==> src/rtl/bnn_cmd_loader.sv <==
`default_nettype none
// ============================================================================
// Module   : bnn_cmd_loader
// Purpose  : Frames opcode/payload/trailer byte stream into BNN input,
//            weight and bias registers with framing-error and timeout abort.
// Revision : 1.0
// ============================================================================
module bnn_cmd_loader #(
    parameter int TIMEOUT = 255
) (
    input  logic        clk,
    input  logic        rst,
    input  logic [7:0]  rx_byte,
    input  logic        rx_valid,
    output logic [7:0]  inputs_q,
    output logic [15:0] weights_q,
    output logic [15:0] bias_q,
    output logic        load_done,
    output logic [1:0]  load_sel,
    output logic        err,
    output logic        busy
);

    localparam int c_IDLE_W = ($clog2(TIMEOUT + 1) > 8) ? $clog2(TIMEOUT + 1) : 8;

    localparam logic [1:0] c_ST_IDLE    = 2'd0;
    localparam logic [1:0] c_ST_PAYLOAD = 2'd1;
    localparam logic [1:0] c_ST_TRAILER = 2'd2;

    localparam logic [1:0] c_SEL_IN = 2'b01;
    localparam logic [1:0] c_SEL_W  = 2'b10;
    localparam logic [1:0] c_SEL_B  = 2'b11;

    logic [1:0]          r_state;
    logic [1:0]          r_tgt;
    logic [1:0]          r_cnt;
    logic [15:0]         r_shadow;
    logic [c_IDLE_W-1:0] r_idle;
    logic [7:0]          r_inputs_q;
    logic [15:0]         r_weights_q;
    logic [15:0]         r_bias_q;
    logic                r_done;
    logic [1:0]          r_sel;
    logic                r_err;
    logic                r_busy;

    logic                w_is_op;
    logic [1:0]          w_op_tgt;
    logic [1:0]          w_need;
    logic                w_timeout;

    // Opcode low bits map directly onto the load_sel encoding.
    assign w_is_op   = (rx_byte == 8'hB1) || (rx_byte == 8'hB2) || (rx_byte == 8'hB3);
    assign w_op_tgt  = rx_byte[1:0];
    assign w_need    = (r_tgt == c_SEL_IN) ? 2'd1 : 2'd2;
    assign w_timeout = !rx_valid && (r_idle == c_IDLE_W'(TIMEOUT - 1));

    always_ff @(posedge clk) begin
        if (rst) begin
            r_state     <= c_ST_IDLE;
            r_tgt       <= 2'b00;
            r_cnt       <= 2'd0;
            r_shadow    <= 16'h0000;
            r_idle      <= '0;
            r_inputs_q  <= 8'h00;
            r_weights_q <= 16'h0000;
            r_bias_q    <= 16'h0000;
            r_done      <= 1'b0;
            r_sel       <= 2'b00;
            r_err       <= 1'b0;
            r_busy      <= 1'b0;
        end else begin
            r_done <= 1'b0;
            r_err  <= 1'b0;
            case (r_state)
                c_ST_IDLE: begin
                    if (rx_valid) begin
                        if (w_is_op) begin
                            r_tgt    <= w_op_tgt;
                            r_cnt    <= 2'd0;
                            r_shadow <= 16'h0000;
                            r_idle   <= '0;
                            r_state  <= c_ST_PAYLOAD;
                            r_busy   <= 1'b1;
                        end else if (rx_byte != 8'h00) begin
                            r_err <= 1'b1;
                        end
                    end
                end
                c_ST_PAYLOAD, c_ST_TRAILER: begin
                    if (rx_valid) begin
                        r_idle <= '0;
                        if (r_state == c_ST_PAYLOAD) begin
                            r_shadow <= {r_shadow[7:0], rx_byte};
                            r_cnt    <= r_cnt + 2'd1;
                            if ((r_cnt + 2'd1) == w_need) begin
                                r_state <= c_ST_TRAILER;
                            end
                        end else begin
                            // Non-zero trailer aborts; it is never reused as an opcode.
                            if (rx_byte == 8'h00) begin
                                case (r_tgt)
                                    c_SEL_IN: r_inputs_q  <= r_shadow[7:0];
                                    c_SEL_W:  r_weights_q <= r_shadow;
                                    c_SEL_B:  r_bias_q    <= r_shadow;
                                    default:  ;
                                endcase
                                r_sel  <= r_tgt;
                                r_done <= 1'b1;
                            end else begin
                                r_err <= 1'b1;
                            end
                            r_state <= c_ST_IDLE;
                            r_busy  <= 1'b0;
                        end
                    end else if (w_timeout) begin
                        r_err   <= 1'b1;
                        r_state <= c_ST_IDLE;
                        r_busy  <= 1'b0;
                    end else begin
                        r_idle <= r_idle + 1'b1;
                    end
                end
                default: begin
                    r_state <= c_ST_IDLE;
                    r_busy  <= 1'b0;
                end
            endcase
        end
    end

    assign inputs_q  = r_inputs_q;
    assign weights_q = r_weights_q;
    assign bias_q    = r_bias_q;
    assign load_done = r_done;
    assign load_sel  = r_sel;
    assign err       = r_err;
    assign busy      = r_busy;

endmodule
`default_nettype wire

==> config.mk <==
export PLATFORM = sky130hd
export DESIGN_NAME = bnn_cmd_loader
export DESIGN_NICKNAME = d
export VERILOG_FILES = /design/src/rtl/bnn_cmd_loader.sv
export SDC_FILE = /design/constraint.sdc
export NUM_CORES = 1
export LEC_CHECK = 0
export CAP_MARGIN = 5
export CORE_UTILIZATION = 25
export CTS_CLUSTER_SIZE = 30
export DETAILED_ROUTE_END_ITERATION = 8
export GPL_ROUTABILITY_DRIVEN = 0
export SLEW_MARGIN = 20
export SYNTH_ARGS = -nofsm -noshare
export SYNTH_HDL_FRONTEND = slang
export SYNTH_SLANG_ARGS = --single-unit
==> constraint.sdc <==
create_clock -name clk -period 4 [get_ports clk]
set_clock_uncertainty 0.1 [all_clocks]
set_input_delay 0.4 -clock clk [delete_from_list [all_inputs] [get_ports clk]]
set_output_delay 0.4 -clock clk [all_outputs]
set_load 0.01 [all_outputs]
==> results.cfg, run 1 <==
[status]
status = complete, but fails checks
violations = DRC

[setup_path]
crit_cells = 7
worst_ep_required_time_ns = 4.15
path_class = reg2reg
crit_arrival_ns = 2.85
regToRegSetupSlack_ns = 1.30
end_kind = flop
cp_top_family = simple AND/OR/NAND/NOR gates
critPathBufInv = 1
r2r_cells = 7
cp_max_fo = 16
cpPeakStageDelay_ns = 0.71
critPathSlowestCell = nor4_4
crit_chain = inv_1 > ha_1 > nor2b_1 > nand4_1 > nor4_4 > nand2_1 > a21oi_1
cp-start-kind = flop

[floorplan]
design.portCount = 56
fp.dieW_um = 111
core_um2 = 11500
die_area_um2 = 12400
rows = 39
die_h_um = 111
start_util_pct = 26.0

[route]
vias = 2585
routed_wl_mm = 7.54
drt_iter0_markers = 136
drtAntennaViolNets = 0
avgViaCountPerCell = 4.73
wire_per_inst_um = 13.8
drc = 8
drt_first_pass_iters = 7

[logic_synthesis]
synthMuxAreaShare_pct = 4.02
syn-cell-area_um2 = 2990
synth-main-ff-cell = dfxtp_1
synth_top_area_share_pct = 50.2
synth_edf_count = 0
synth_top_family_by_area = simple AND/OR/NAND/NOR gates
synth_top_area_cell = dfxtp_1
yosysUniqueCellTypes = 39
seq_area_frac_synth_pct = 50.2
synthArstFlopShare_pct = 0
synth_compound_area_share_pct = 14.3
synth_xor_area_share_pct = 2.34
synthSimpleGateAreaFrac_pct = 23.6
synthCells = 351
synthTopCellsByArea = dfxtp_1 (50%), nand2_1 (10%), a21oi_1 (8.0%)
ys_ff_latch = 75
post_synth.cell_area_avg_um2 = 8.52
synthAdderAreaFrac_pct = 2.09
yosysWarnings = 0
syn_nets = 367

[global_route]
grt_pass1_vias = 2404
grt_pass1_wl_mm = 12.4
grt_antenna_before_repair = 0
globalRouteTotalUtil_pct = 12.6
grt_max_degree = 69
overflow = 0

[clocking]
cts_root_buf = clkbuf_16
cts_buffer_depth = 2
clock_sinks = 75
cts_tree = done
clkLatencyLatePin_ns = 0.32
postCtsSetupRepairBufs = 0
clk_pin_slew_ns = 0.06
h-tree-depth = 3
cts-buffers-inserted = 9
postCtsResizedCells = 0
holdBufCountCts = 0

[power_and_ir_drop]
p_per_area_nw_per_um2 = 421
total_power_uw = 1660
ir_drop_mv = 0.164
leakagePower_uw = 0.00134

[timing]
layout_min_cycle_time_ns = 2.70
rsz0062_at_grt = false
fin_tns_setup_ns = 0
setup_viol = 0
worst_pin_slew_ns = 0.910
period_share_pct = 67.5
max-slew-margin-rel_pct = 38.9
clock.fmax_mhz = 370
finalMaxSlewViolations = 0
holdWs_ns = 0.348
hold_viol = 0

[cells_and_area]
design_area_um2 = 3950
areaGrowthSynthToFinish_pct = 32.1
drive_gt1_share_pct = 5.45
mostFrequentLayoutCell = nand2_1
layout.nets = 416
fill_cells = 1212
finalNonFillerCells = 547
final_cell_mix = nand2_1 (80), dfxtp_1 (75), clkdlybuf4s50_1 (54), a21oi_1 (48), nor2_1 (35)
num_antenna_cells = 0

[placement]
hpwl_mm = 5.27
dpl-instance-area_um2 = 3640
placed_cells = 532
port_buffers = 55

[worst_hold_path]
hp-class = reg2reg
min_path_cells = 2

[flow_run]
drv_cap = 0
[per-stage QoR]
step                utilization (%)  setup WS, ns
floorplan                         -          1.85
global placement               31.6          1.12
detailed placement             31.6          1.07
CTS                            34.3          1.28
global route                   34.3         0.959
finish                         34.3          1.30
[final timing paths]
path,from,endpoint
min,bias_q[11],bias_q[11]
min reg2reg,bias_q[11],bias_q[11]
max,r_state[0],bias_q[9]
max reg2reg,r_state[0],bias_q[9]
[synth_stat cells, types with 3 or more instances]
library cell / number
a211oi_1: 3
buf_2: 5
a21oi_1: 48
clkbuf_1: 9
nor2b_1: 4
a22oi_1: 8
dfxtp_1: 75
nor3_1: 5
mux2i_1: 12
nand3_1: 12
o21ai_0: 3
nor2_1: 35
nand4_1: 4
ha_1: 5
nand2_1: 80
xnor2_1: 8
inv_1: 6
[per-layer routing]
layer / up-vias / GRT usage (%) / wire (um)
li1: 1304 / - / -
met1: 1211 / 16.3 / 3530
met2: 64 / 20.4 / 3560
met3: 6 / 3.27 / 384
met4: 0 / 4.14 / 67
met5: - / 0 / 0
[state kept, by name, summed over array words and instances (netlist names)]
name,cells
bias_q,16
busy,1
err,1
inputs_q,8
load_done,1
load_sel,2
r_cnt,2
r_idle,8
r_shadow,16
r_state,2
r_tgt,2
weights_q,16
[layout make-up]
class	instances	area (um^2)	share of cell area, %
clock buffers	10	229	5.79
clock inverters	5	78.8	1.99
inverters	6	22.5	0.570
multi-input cells	252	1390	35.1
flip-flops and latches	75	1500	38.0
well taps	143	179	4.53
repair buffers	56	553	14.0
[worst reg2reg max path, delay by kind of cell (launching register included)]
family / cells / cell delay (ns)
AOI/OAI and AO/OA: 1 / 0.17
buffers and inverters: 1 / 0.06
and+or+nand+nor: 4 / 1.34
DFF: 1 / 0.38
adders and majority gates: 1 / 0.58
[power by group]
group / total, uW / switching [uW] / internal [uW]
registers: 753 / 2.46 / 750
logic: 74.2 / 51.3 / 22.9
clock network: 836 / 295 / 541
[cells by family (layout without fill, tap and decap cells)]
family | after synthesis | count (layout)
flip-flops | 75 | 75
AO/OA/AOI/OAI | 73 | 73
AND/OR/NAND/NOR | 154 | 154
buffers and inverters | 24 | 77
adder cells (fa/ha/maj) | 5 | 5
multiplexers | 12 | 12
XOR/XNOR | 8 | 8
Note: power is estimated with default switching activity, not from simulation.
==> run 2: changes to the inputs <==
- clock period: 4 -> 2.26 ns (I/O delays scaled with it)
==> run 2 against run 1 <==
Highest routed layer unchanged; largest power group unchanged; cell count is 5.7% higher; register-to-register slack lost 1.2 ns; core utilization increased by 2.3 points; the flow still finishes with violations (DRC); global-route usage is 0.30 points higher; worst setup slack worse by 1.2 ns.
==> results.cfg, run 2 (synthesized netlist as in run 1, its figures left out) <==
[power_and_ir_drop]
total_power_uw = 2850
leakagePower_uw = 0.00150
ir_drop_mv = 0.349
p_per_area_nw_per_um2 = 677

[floorplan]
start_util_pct = 26.0
die_h_um = 111
rows = 39
die_area_um2 = 12400
design.portCount = 56
fp.dieW_um = 111
core_um2 = 11500

[setup_path]
cp_max_fo = 16
path_class = reg2reg
regToRegSetupSlack_ns = 0.14
worst_ep_required_time_ns = 2.37
cp-start-kind = flop
crit_arrival_ns = 2.23
end_kind = flop

[route]
vias = 2703
drt_first_pass_iters = 6
drt_iter0_markers = 187
routed_wl_mm = 7.89
drc = 8
wire_per_inst_um = 13.7
drtAntennaViolNets = 0
avgViaCountPerCell = 4.68

[timing]
period_share_pct = 94.0
max-slew-margin-rel_pct = 73.9
holdWs_ns = 0.151
layout_min_cycle_time_ns = 2.12
clock.fmax_mhz = 471
hold_viol = 0
rsz0062_at_grt = false
worst_pin_slew_ns = 0.387
setup_viol = 0
finalMaxSlewViolations = 0

[cells_and_area]
drive_gt1_share_pct = 12.9
layout.nets = 446
num_antenna_cells = 0
final_util_pct = 36.6
mostFrequentLayoutCell = nand2_1
final_cell_mix = nand2_1 (80), dfxtp_1 (75), clkdlybuf4s50_1 (54), a21oi_1 (48), nor2_1 (35)
finalNonFillerCells = 578
design_area_um2 = 4220
areaGrowthSynthToFinish_pct = 41.0

[clocking]
cts_tree = done
cts_buffer_depth = 2
cts-buffers-inserted = 9
clkLatencyLatePin_ns = 0.34
clock_sinks = 75
clk_pin_slew_ns = 0.06
cts_root_buf = clkbuf_16
h-tree-depth = 3
holdBufCountCts = 0

[placement]
port_buffers = 55
hpwl_mm = 5.57
dpl-instance-area_um2 = 3910
placed_cells = 561

[global_route]
globalRouteTotalUtil_pct = 12.9
overflow = 0
grt_pass1_wl_mm = 12.5
grt_max_degree = 30
grt_antenna_before_repair = 0
grt_pass1_vias = 2546

[flow_run]
drv_cap = 0

[worst_hold_path]
hp-class = in2reg

[status]
status = complete, but fails checks
violations = DRC
==> run 2: cell count changes in the layout (fill, tap and decap cells not counted), moves of 2 or more <==
cell       previous run  this run
buf_12                0         4
buf_4                 1        27
bufinv_16             2         0
inv_6                 0         2
==> run 2: report_power, final <==
part | switching (uW) | internal, uW
combinational | 96.3 | 72.5
sequential | 4.36 | 1330
clock | 572 | 782
total | 672 | 2180
==> run 2: cell type report <==
class | count | area [um^2]
Sequential cell | 75 | 1500
Fill cell | 1209 | 7300
Timing Repair Buffer | 86 | 828
Multi-Input combinational cell | 252 | 1400
Tap cell | 143 | 179
Clock buffer | 10 | 239
Clock inverter | 6 | 47.5
Inverter | 6 | 22.5
==> run 2: worst max-delay path: stages, from the launching register on <==
cell and delay, ns:
dfxtp_1 0.40, inv_1 0.07, ha_2 0.39, nand3b_1 0.17, nor4_4 0.28, buf_4 0.18, nand3b_2 0.12, buf_12 0.18
nand2_1 0.07, a21oi_1 0.05
==> run 2: repair_timing <==
item                                    CTS  global route
endpoints found under the setup margin    0            10
resized for setup                         0             3
buffers inserted                          0             1
==> run 2: final timing paths <==
path                                     end  cells after the start        from
worst min-delay path                r_tgt[0]                      2         rst
worst min register to register     bias_q[0]                      2   bias_q[0]
worst max register to register  weights_q[3]                      9  r_state[0]
worst max-delay path            weights_q[3]                      9  r_state[0]
==> run 2: through the flow <==
step,TNS [ns],worst slack (ns)
after global routing,0,0.0367
final,0,0.137
after CTS,0,0.110
after detailed placement,-3.49,-0.159
after global placement,-2.24,-0.108
after floorplan,0,0.237
==> run 2: routing by layer <==
layer	GRT usage, %	wire length (um)	part of all wire, %	vias to the layer above
met5	0	0	0	-
met2	21.2	3710	47	59
met1	16.0	3730	47	1268
li1	-	-	-	1365
met3	3.27	319	4.0	11
met4	5.50	125	1.6	0
